### config.mk
export PLATFORM = sky130hd
export DESIGN_NAME = hazard_detect_unit
export DESIGN_NICKNAME = d
export VERILOG_FILES = /design/src/rtl/hazard_detect_unit.sv
export SDC_FILE = /design/constraint.sdc
export NUM_CORES = 1
export LEC_CHECK = 0
export ABC_CLOCK_PERIOD_IN_PS = 2540
export BUFFER_PORTS_ARGS = -buffer_cell sky130_fd_sc_hd__buf_2
export CAP_MARGIN = 20
export CORE_UTILIZATION = 35
export CTS_CLUSTER_SIZE = 30
export DETAILED_ROUTE_END_ITERATION = 8
export PLACE_DENSITY = 0.68
export SYNTH_ARGS = -nofsm -noshare
export SYNTH_HDL_FRONTEND = slang
export SYNTH_SLANG_ARGS = --single-unit
### constraint.sdc
create_clock -name clk -period 2.54 [get_ports clk]
set_input_delay 0.381 -clock clk [delete_from_list [all_inputs] [get_ports clk]]
set_output_delay 0.381 -clock clk [all_outputs]
set_load 0.005 [all_outputs]
### src/rtl/hazard_detect_unit.sv
// Pipeline hazard detector: load-use / ALU-to-branch bubbles, taken-branch flush,
// and slow-memory freeze with a bounded wait and sticky timeout flag.
module hazard_detect_unit #(
  parameter int MEM_TIMEOUT = 16
) (
  input  logic        clk,
  input  logic        rst,
  input  logic [4:0]  idRs,
  input  logic [4:0]  idRt,
  input  logic        idUsesRt,
  input  logic        idBranch,
  input  logic        idTaken,
  input  logic        exMemRead,
  input  logic        exRegWrite,
  input  logic [4:0]  exRt,
  input  logic [4:0]  exRd,
  input  logic        memStart,
  input  logic        memReady,
  output logic [1:0]  hazType,
  output logic        memTimeout,
  output logic [15:0] stallCycles,
  output logic [15:0] flushCount
);

  typedef enum logic [1:0] {IDLE, MEM_WAIT, BR_STALL} state_t;

  localparam logic [7:0] LP_LAST_WAIT = 8'(MEM_TIMEOUT - 1);

  state_t      r_state;
  state_t      w_next;
  logic [7:0]  r_wait_cnt;
  logic        r_mem_timeout;
  logic [15:0] r_stall_cnt;
  logic [15:0] r_flush_cnt;
  logic        w_load_use;
  logic        w_alu_br;
  logic        w_set_timeout;
  logic [1:0]  w_prio;
  logic [1:0]  w_haz;

  assign w_load_use = exMemRead && (exRt != 5'd0) &&
                      ((exRt == idRs) || (idUsesRt && (exRt == idRt)));
  assign w_alu_br   = idBranch && exRegWrite && (exRd != 5'd0) &&
                      ((exRd == idRs) || (exRd == idRt));

  // Priorities below the memory freeze; a stall always masks idTaken.
  always_comb begin
    w_prio = 2'b00;
    if (w_load_use || w_alu_br) w_prio = 2'b01;
    else if (idTaken)           w_prio = 2'b10;
  end

  always_comb begin
    w_next        = r_state;
    w_haz         = 2'b00;
    w_set_timeout = 1'b0;
    case (r_state)
      IDLE: begin
        if (memStart && !memReady) begin
          w_haz  = 2'b11;
          w_next = MEM_WAIT;
        end else begin
          w_haz = w_prio;
          if (w_load_use && idBranch) w_next = BR_STALL;
        end
      end
      MEM_WAIT: begin
        if (!memReady) begin
          w_haz = 2'b11;
          if (r_wait_cnt == LP_LAST_WAIT) begin
            w_next        = IDLE;
            w_set_timeout = 1'b1;
          end
        end else begin
          w_haz  = w_prio;
          w_next = IDLE;
        end
      end
      BR_STALL: begin
        w_haz  = 2'b01;
        w_next = IDLE;
      end
      default: w_next = IDLE;
    endcase
  end

  always_ff @(posedge clk or posedge rst) begin
    if (rst) begin
      r_state       <= IDLE;
      r_wait_cnt    <= 8'd0;
      r_mem_timeout <= 1'b0;
    end else begin
      r_state <= w_next;
      // The IDLE cycle that raises the freeze is count 0, so the first MEM_WAIT cycle is 1.
      if (r_state == IDLE && w_next == MEM_WAIT)
        r_wait_cnt <= 8'd1;
      else if (r_state == MEM_WAIT && w_next == MEM_WAIT)
        r_wait_cnt <= r_wait_cnt + 8'd1;
      else
        r_wait_cnt <= 8'd0;
      if (w_set_timeout) r_mem_timeout <= 1'b1;
    end
  end

  always_ff @(posedge clk or posedge rst) begin
    if (rst) begin
      r_stall_cnt <= 16'd0;
      r_flush_cnt <= 16'd0;
    end else begin
      if (w_haz[0] && r_stall_cnt != 16'hFFFF)
        r_stall_cnt <= r_stall_cnt + 16'd1;
      if (w_haz == 2'b10 && r_flush_cnt != 16'hFFFF)
        r_flush_cnt <= r_flush_cnt + 16'd1;
    end
  end

  assign hazType     = rst ? 2'b00 : w_haz;
  assign memTimeout  = r_mem_timeout;
  assign stallCycles = r_stall_cnt;
  assign flushCount  = r_flush_cnt;

endmodule
==> summary.txt, run 1 <==
FF-to-FF setup slack: 0.57 ns
Util after Layout: 45.04%
Setup WS pre-CTS: 0.1738 ns
sequential area share after synthesis: 45.67%
WL final: 5102 um
Tot GR Track Use: 15.41%
CP Data Arrival Time: 1.91 ns
initial antenna violation count: 0
status: complete, but fails checks
placed cell count: 370
Slew Limit Fails: 0
Longest Clk Path Bufs: 2
initial drt markers: 86
failing checks: DRC
worst-path fanout max: 3
DP HPWL: 3733 um
Skew-Pair Late Insertion Delay: 0.30 ns
setup TNS: 0 ns
DRT Pass-1 Iters: 6
final cell count without fillers: 378
Final min period: 2.295 ns
r2r startpoint: r_state[0]$_DFF_PP0_
CTS buffer count: 5
Tcrit/Tclk final: 90.37%
die area: 7064 sq um
final setup violation count: 0
vias in the first global route: 1,867
maximum VDD drop: 0.3623 mV
Post-CTS Setup Bufs: 0
CP Class: input port to output port
Pwr per Cell Area: 668.0 nW/um^2
leakage: 1.429 nW
Worst Path Required: 2.16 ns
Initial Utilization: 36.68%
first-pass GRT wire length: 8811 um
Syn Nets: 263
Synth Register Bits: 43
Synth Warn #: 0
crit start category: input port
Buffers on Ports: 63
Netlist cell types: 36
RSZ-0062 raised after global routing: false
Max Clk Rate: 435.6 MHz
average via count per standard cell: 5.093
core box area: 6422 sq um
Worst Setup SP: exRt[1]
via count: 1,925
grt ovf: 0
Residual DRC: 12
number of max-cap violations: 0
Clock transition at path regs: 0.08 ns
Chip Height: 84.05 um
setup ws final: 0.2445 ns
Hold Slack: 0.2430 ns
clk sinks: 43
Die Width: 84.05 um
GPL Wtd Cong: 0.8153
CTS tree: yes
ANT nets after route: 0
Root Buffer: clkbuf_8
Final Hold Viols: 0
# H-tree levels: 2
Slew @ Worst Pin: 0.5367 ns
fraction of layout cells with a size suffix above 1: 26.58%
area growth from synthesis to layout: 22.78%
Post-Syn Area: 2356 sq um
Hold Path Class: input port to asynchronous set/reset pin
cell count after synthesis: 231
PostCTS Resize Cnt: 0
hold buffers post-CTS: 0
nets: 332
row count: 29
largest net degree at the start of global routing: 44
critical path endpoint category: output port
ANT cells: 0
Top Ports: 64
Worst Clk Skew: 0.009557 ns
Slew HR: 64.22%
# fillers: 638
WL/cell: 13.50 um
syn_area_per_cell: 10.20 sq um
-- worst max-delay path: stages --
cell and delay (ns):
buf_2 0.12, or4_1 0.53, o21a_1 0.23, a221oi_1 0.29
nor2_1 0.07, nor3_1 0.14, buf_2 0.14
-- registers in the layout (all words and copies together) (netlist names) --
name	cells
memTimeout	1
flushCount	16
r_state	2
stallCycles	16
r_wait_cnt	8
-- per-stage QoR --
stage                     instance area, sq um  power, mW
after floorplan                           2356      1.185
after global placement                    2775      1.393
after detailed placement                  2775      1.402
after CTS                                 2893      1.962
after global routing                      2893      2.055
final                                     2893      1.932
-- kinds of logic after synthesis --
| kind of cell | share of synthesized area (%) |
|---|---|
| buffers and inverters | 1.965 |
| xor gates and xnor gates | 20.07 |
| muxes | 1.434 |
| DFF | 45.67 |
| AOI/OAI and AO/OA | 4.514 |
| adders and majority gates | 1.593 |
| and+or+nand+nor | 24.75 |
-- Yosys cell counts --
master     count  share of area, %
buf_6          2              0.96
and3_1        17               4.5
mux2_1         3               1.4
a21boi_0       1              0.32
buf_2          1              0.21
nor3b_1        5               1.6
nand2_2        1              0.27
nor3_1         5               1.1
and4_1         5               1.9
ha_1           3               1.6
inv_1          3              0.48
o21ai_0        1              0.21
o22ai_1        2              0.53
nor2b_1        1              0.27
o311a_1        1              0.42
nand2_1       15               2.4
a31o_2         1              0.37
a221oi_4       1               1.1
and2_1         2              0.53
or3_1          3              0.80
o21a_1         1              0.32
a21oi_1        1              0.21
a31oi_1        1              0.27
nor2_1        19               3.0
nor4_1         1              0.27
xnor2_1       37                14
or4_1          2              0.64
dfrtp_1       43                46
nand3_1       20               4.2
or2_2          2              0.53
nand4_1        9               2.4
a221oi_1       1              0.37
a2111oi_0      1              0.37
nor4b_1        1              0.37
clkbuf_1       2              0.32
xor2_1        17               6.3
-- final cells by class --
| type | count | area [sq um] | share of cell area (%) |
|---|---|---|---|
| clock buffers | 6 | 82.58 | 2.855 |
| repair buffers | 67 | 357.8 | 12.37 |
| multi-input cells | 180 | 1234 | 42.65 |
| flip-flops and latches | 43 | 1076 | 37.20 |
| well taps | 77 | 96.34 | 3.330 |
| inverters | 3 | 11.26 | 0.3893 |
| clock inverters | 2 | 35.03 | 1.211 |
-- final timing paths --
| path | end | depth (start not counted) |
|---|---|---|
| setup / recovery | hazType[1] | 7 |
| hold / removal | stallCycles[2]$_DFFE_PP0P_ | 3 |
| setup reg to reg | stallCycles[1]$_DFFE_PP0P_ | 7 |
| hold reg to reg | memTimeout$_DFFE_PP0P_ | 1 |
| max in group asynchronous | flushCount[13]$_DFFE_PP0P_ | 3 |
| min in group clk | r_state[0]$_DFF_PP0_ | 2 |
-- where the power goes --
group | internal [mW] | total [mW] | switching (mW)
Sequential | 0.793 | 0.931 | 0.138
Combinational | 0.233 | 0.451 | 0.218
Clock | 0.318 | 0.550 | 0.232
-- cells in the final DEF, fill, tap and decap left out, drive strengths merged, types with 3 or more instances in the layout --
master | Yosys | layout
and3 | 17 | 17
and4 | 5 | 5
buf | 3 | 67
clkbuf | 2 | 6
dfrtp | 43 | 43
ha | 3 | 3
inv | 3 | 3
mux2 | 3 | 3
nand2 | 16 | 16
nand3 | 20 | 20
nand4 | 9 | 9
nor2 | 19 | 19
nor3 | 5 | 5
nor3b | 5 | 5
or3 | 3 | 3
xnor2 | 37 | 37
xor2 | 17 | 17
-- metal layers --
| layer | GRT usage, % | vias up | part of all wire [%] |
|---|---|---|---|
| met5 | 0 | - | 0 |
| met4 | 4.545 | 0 | 1.3 |
| met3 | 4.352 | 9 | 6.0 |
| met2 | 24.74 | 49 | 45 |
| met1 | 20.18 | 919 | 47 |
| li1 | - | 948 | - |
Power figures use the tool's default switching activity.
==> inputs of run 2 (changes only) <==
Settings changed: BUFFER_PORTS_ARGS -buffer_cell sky130_fd_sc_hd__buf_2 to unset, CTS_CLUSTER_SIZE 30 to unset, DONT_BUFFER_PORTS set to 1, PLACE_DENSITY 0.68 to 0.6.
==> run 2 against run 1 <==
Net effect:
- the run still ends with DRC left
- register-to-register slack barely moved
- worst setup slack improved by 0.10 ns
- clock skew fell by 0.0063 ns
- fmax grew 4.7%
- critical path depth down 2
- total power decreased by 14%
- non-clock buffer count decreased by 61
- critical endpoint is now hazType[0]
- largest power group unchanged
==> summary.txt, run 2 (same netlist as run 1, synthesis figures left out) <==
GPL Wtd Cong: 0.7350 (-9.8%)
Slew @ Worst Pin: 0.8811 ns (+0.3444 ns)
placed cell count: 309 (-16%)
Slew HR: 40.90% (-23 points)
ANT nets after route: 0 (unchanged)
routed wl met3: 450 um (+48%)
maximum VDD drop: 0.3558 mV (-1.8%)
most frequent cells in the layout: dfrtp_1, xnor2_1, nand3_1, nor2_1
Worst Clk Skew: 0.003297 ns (-0.006260 ns)
M1 WL: 2174 um (-9.9%)
Max Clk Rate: 456.3 MHz (+4.7%)
status: complete, but fails checks
CP Class: input port to output port
Hold Slack: 0.05450 ns (-0.1885 ns)
clk sinks: 43 (unchanged)
CTS buffer count: 5 (unchanged)
Root Buffer: clkbuf_8
top layer in use: met4
Top Ports: 64 (unchanged)
initial drt markers: 53 (-38%)
final setup violation count: 0 (unchanged)
WL final: 4992 um (-2.2%)
Buffers on Ports: 0 (-100%)
die area: 7064 sq um (unchanged)
vias in the first global route: 1,739 (-6.9%)
Clock transition at path regs: 0.07 ns (about the same)
WL/cell: 15.85 um (+17%)
Final min period: 2.192 ns (-0.1038 ns)
Longest Clk Path Bufs: 2 (unchanged)
grt ovf: 0 (unchanged)
initial antenna violation count: 0 (unchanged)
Util after Layout: 39.47% (-5.6 points)
DRT Pass-1 Iters: 6 (unchanged)
setup TNS: 0 ns (unchanged)
core box area: 6422 sq um (unchanged)
PostCTS Resize Cnt: 0 (unchanged)
row count: 29 (unchanged)
critical path endpoint category: output port
Tcrit/Tclk final: 86.29% (-4.1 points)
Post-CTS Setup Bufs: 0 (unchanged)
Final Power: 1.656 mW (-14%)
Worst Path Required: 2.16 ns (about the same)
Die Width: 84.05 um (unchanged)
Hold Path Class: input port to asynchronous set/reset pin
worst-path fanout max: 16 (+13)
via count: 1,718 (-11%)
Final Hold Viols: 0 (unchanged)
Chip Height: 84.05 um (unchanged)
Residual DRC: 16 (+4)
wire length on met2: 2328 um (+0.56%)
Initial Utilization: 36.68% (unchanged)
Skew-Pair Late Insertion Delay: 0.28 ns (-0.02 ns)
nets: 271 (-18%)
number of max-cap violations: 0 (unchanged)
failing checks: DRC
RSZ-0062 raised after global routing: false
first-pass GRT wire length: 8197 um (-7.0%)
CTS tree: yes
CP Data Arrival Time: 1.81 ns (-0.10 ns)
commonest non-fill, non-tap cell in the layout: dfrtp_1
average via count per standard cell: 5.454 (+7.1%)
largest net degree at the start of global routing: 26 (-41%)
Tot GR Track Use: 14.58% (-0.82 points)
Slew Limit Fails: 0 (unchanged)
crit start category: input port
# H-tree levels: 2 (unchanged)
Pwr per Cell Area: 653.2 nW/um^2 (-2.2%)
area growth from synthesis to layout: 7.594%
hold buffers post-CTS: 0 (unchanged)
DP HPWL: 3839 um (+2.9%)
fraction of layout cells with a size suffix above 1: 6.723% (-20 points)
leakage: 1.123 nW (-21%)
ANT cells: 0 (unchanged)
final cell count without fillers: 315 (-17%)
## run 2: critical path: stages
cell and delay [ns]:
or4_1 0.55, o21a_1 0.24, a221oi_4 0.28, buf_4 0.25
nor3b_1 0.10
## run 2: power breakdown
part	leakage [nW]	internal [mW]	switching (mW)	total, mW
clock	0.0371	0.183	0.210	0.394
sequential	0.569	0.793	0.165	0.958
combinational	0.517	0.152	0.152	0.304
total	1.12	1.13	0.527	1.66
## run 2: stage by stage
stage,worst slack (ns),cell area [sq um]
2_1_floorplan,0.3977,2356
3_3_place_gp,0.3390,2462
3_5_place_dp,0.2834,2462
4_1_cts,0.3290,2535
5_1_grt,0.2289,2535
6_report,0.3483,2535
## run 2: final timing paths
kind,slack [ns],to,from,cells past startpoint
max,0.35,hazType[0],exRt[1],5
min,0.05,memTimeout$_DFFE_PP0P_,rst,1
max reg2reg,0.56,stallCycles[1]$_DFFE_PP0P_,stallCycles[8]$_DFFE_PP0P_,6
min reg2reg,0.49,r_wait_cnt[0]$_DFF_PP0_,r_wait_cnt[0]$_DFF_PP0_,1
max in group asynchronous,1.87,r_wait_cnt[2]$_DFF_PP0_,rst,2
min in group clk,0.19,r_state[0]$_DFF_PP0_,memReady,1
## run 2: area by class of cell
type / count / area, sq um
Fill cell: 635 / 3887
Multi-Input combinational cell: 180 / 1234
Sequential cell: 43 / 1076
Tap cell: 77 / 96.34
Clock buffer: 6 / 72.57
Timing Repair Buffer: 6 / 45.04
Inverter: 3 / 11.26
## run 2: routing by layer
metal / vias up / GRT usage, %
met5: - / 0
met4: 0 / 2.978
met3: 4 / 6.034
met2: 62 / 24.22
met1: 828 / 17.76
li1: 824 / -
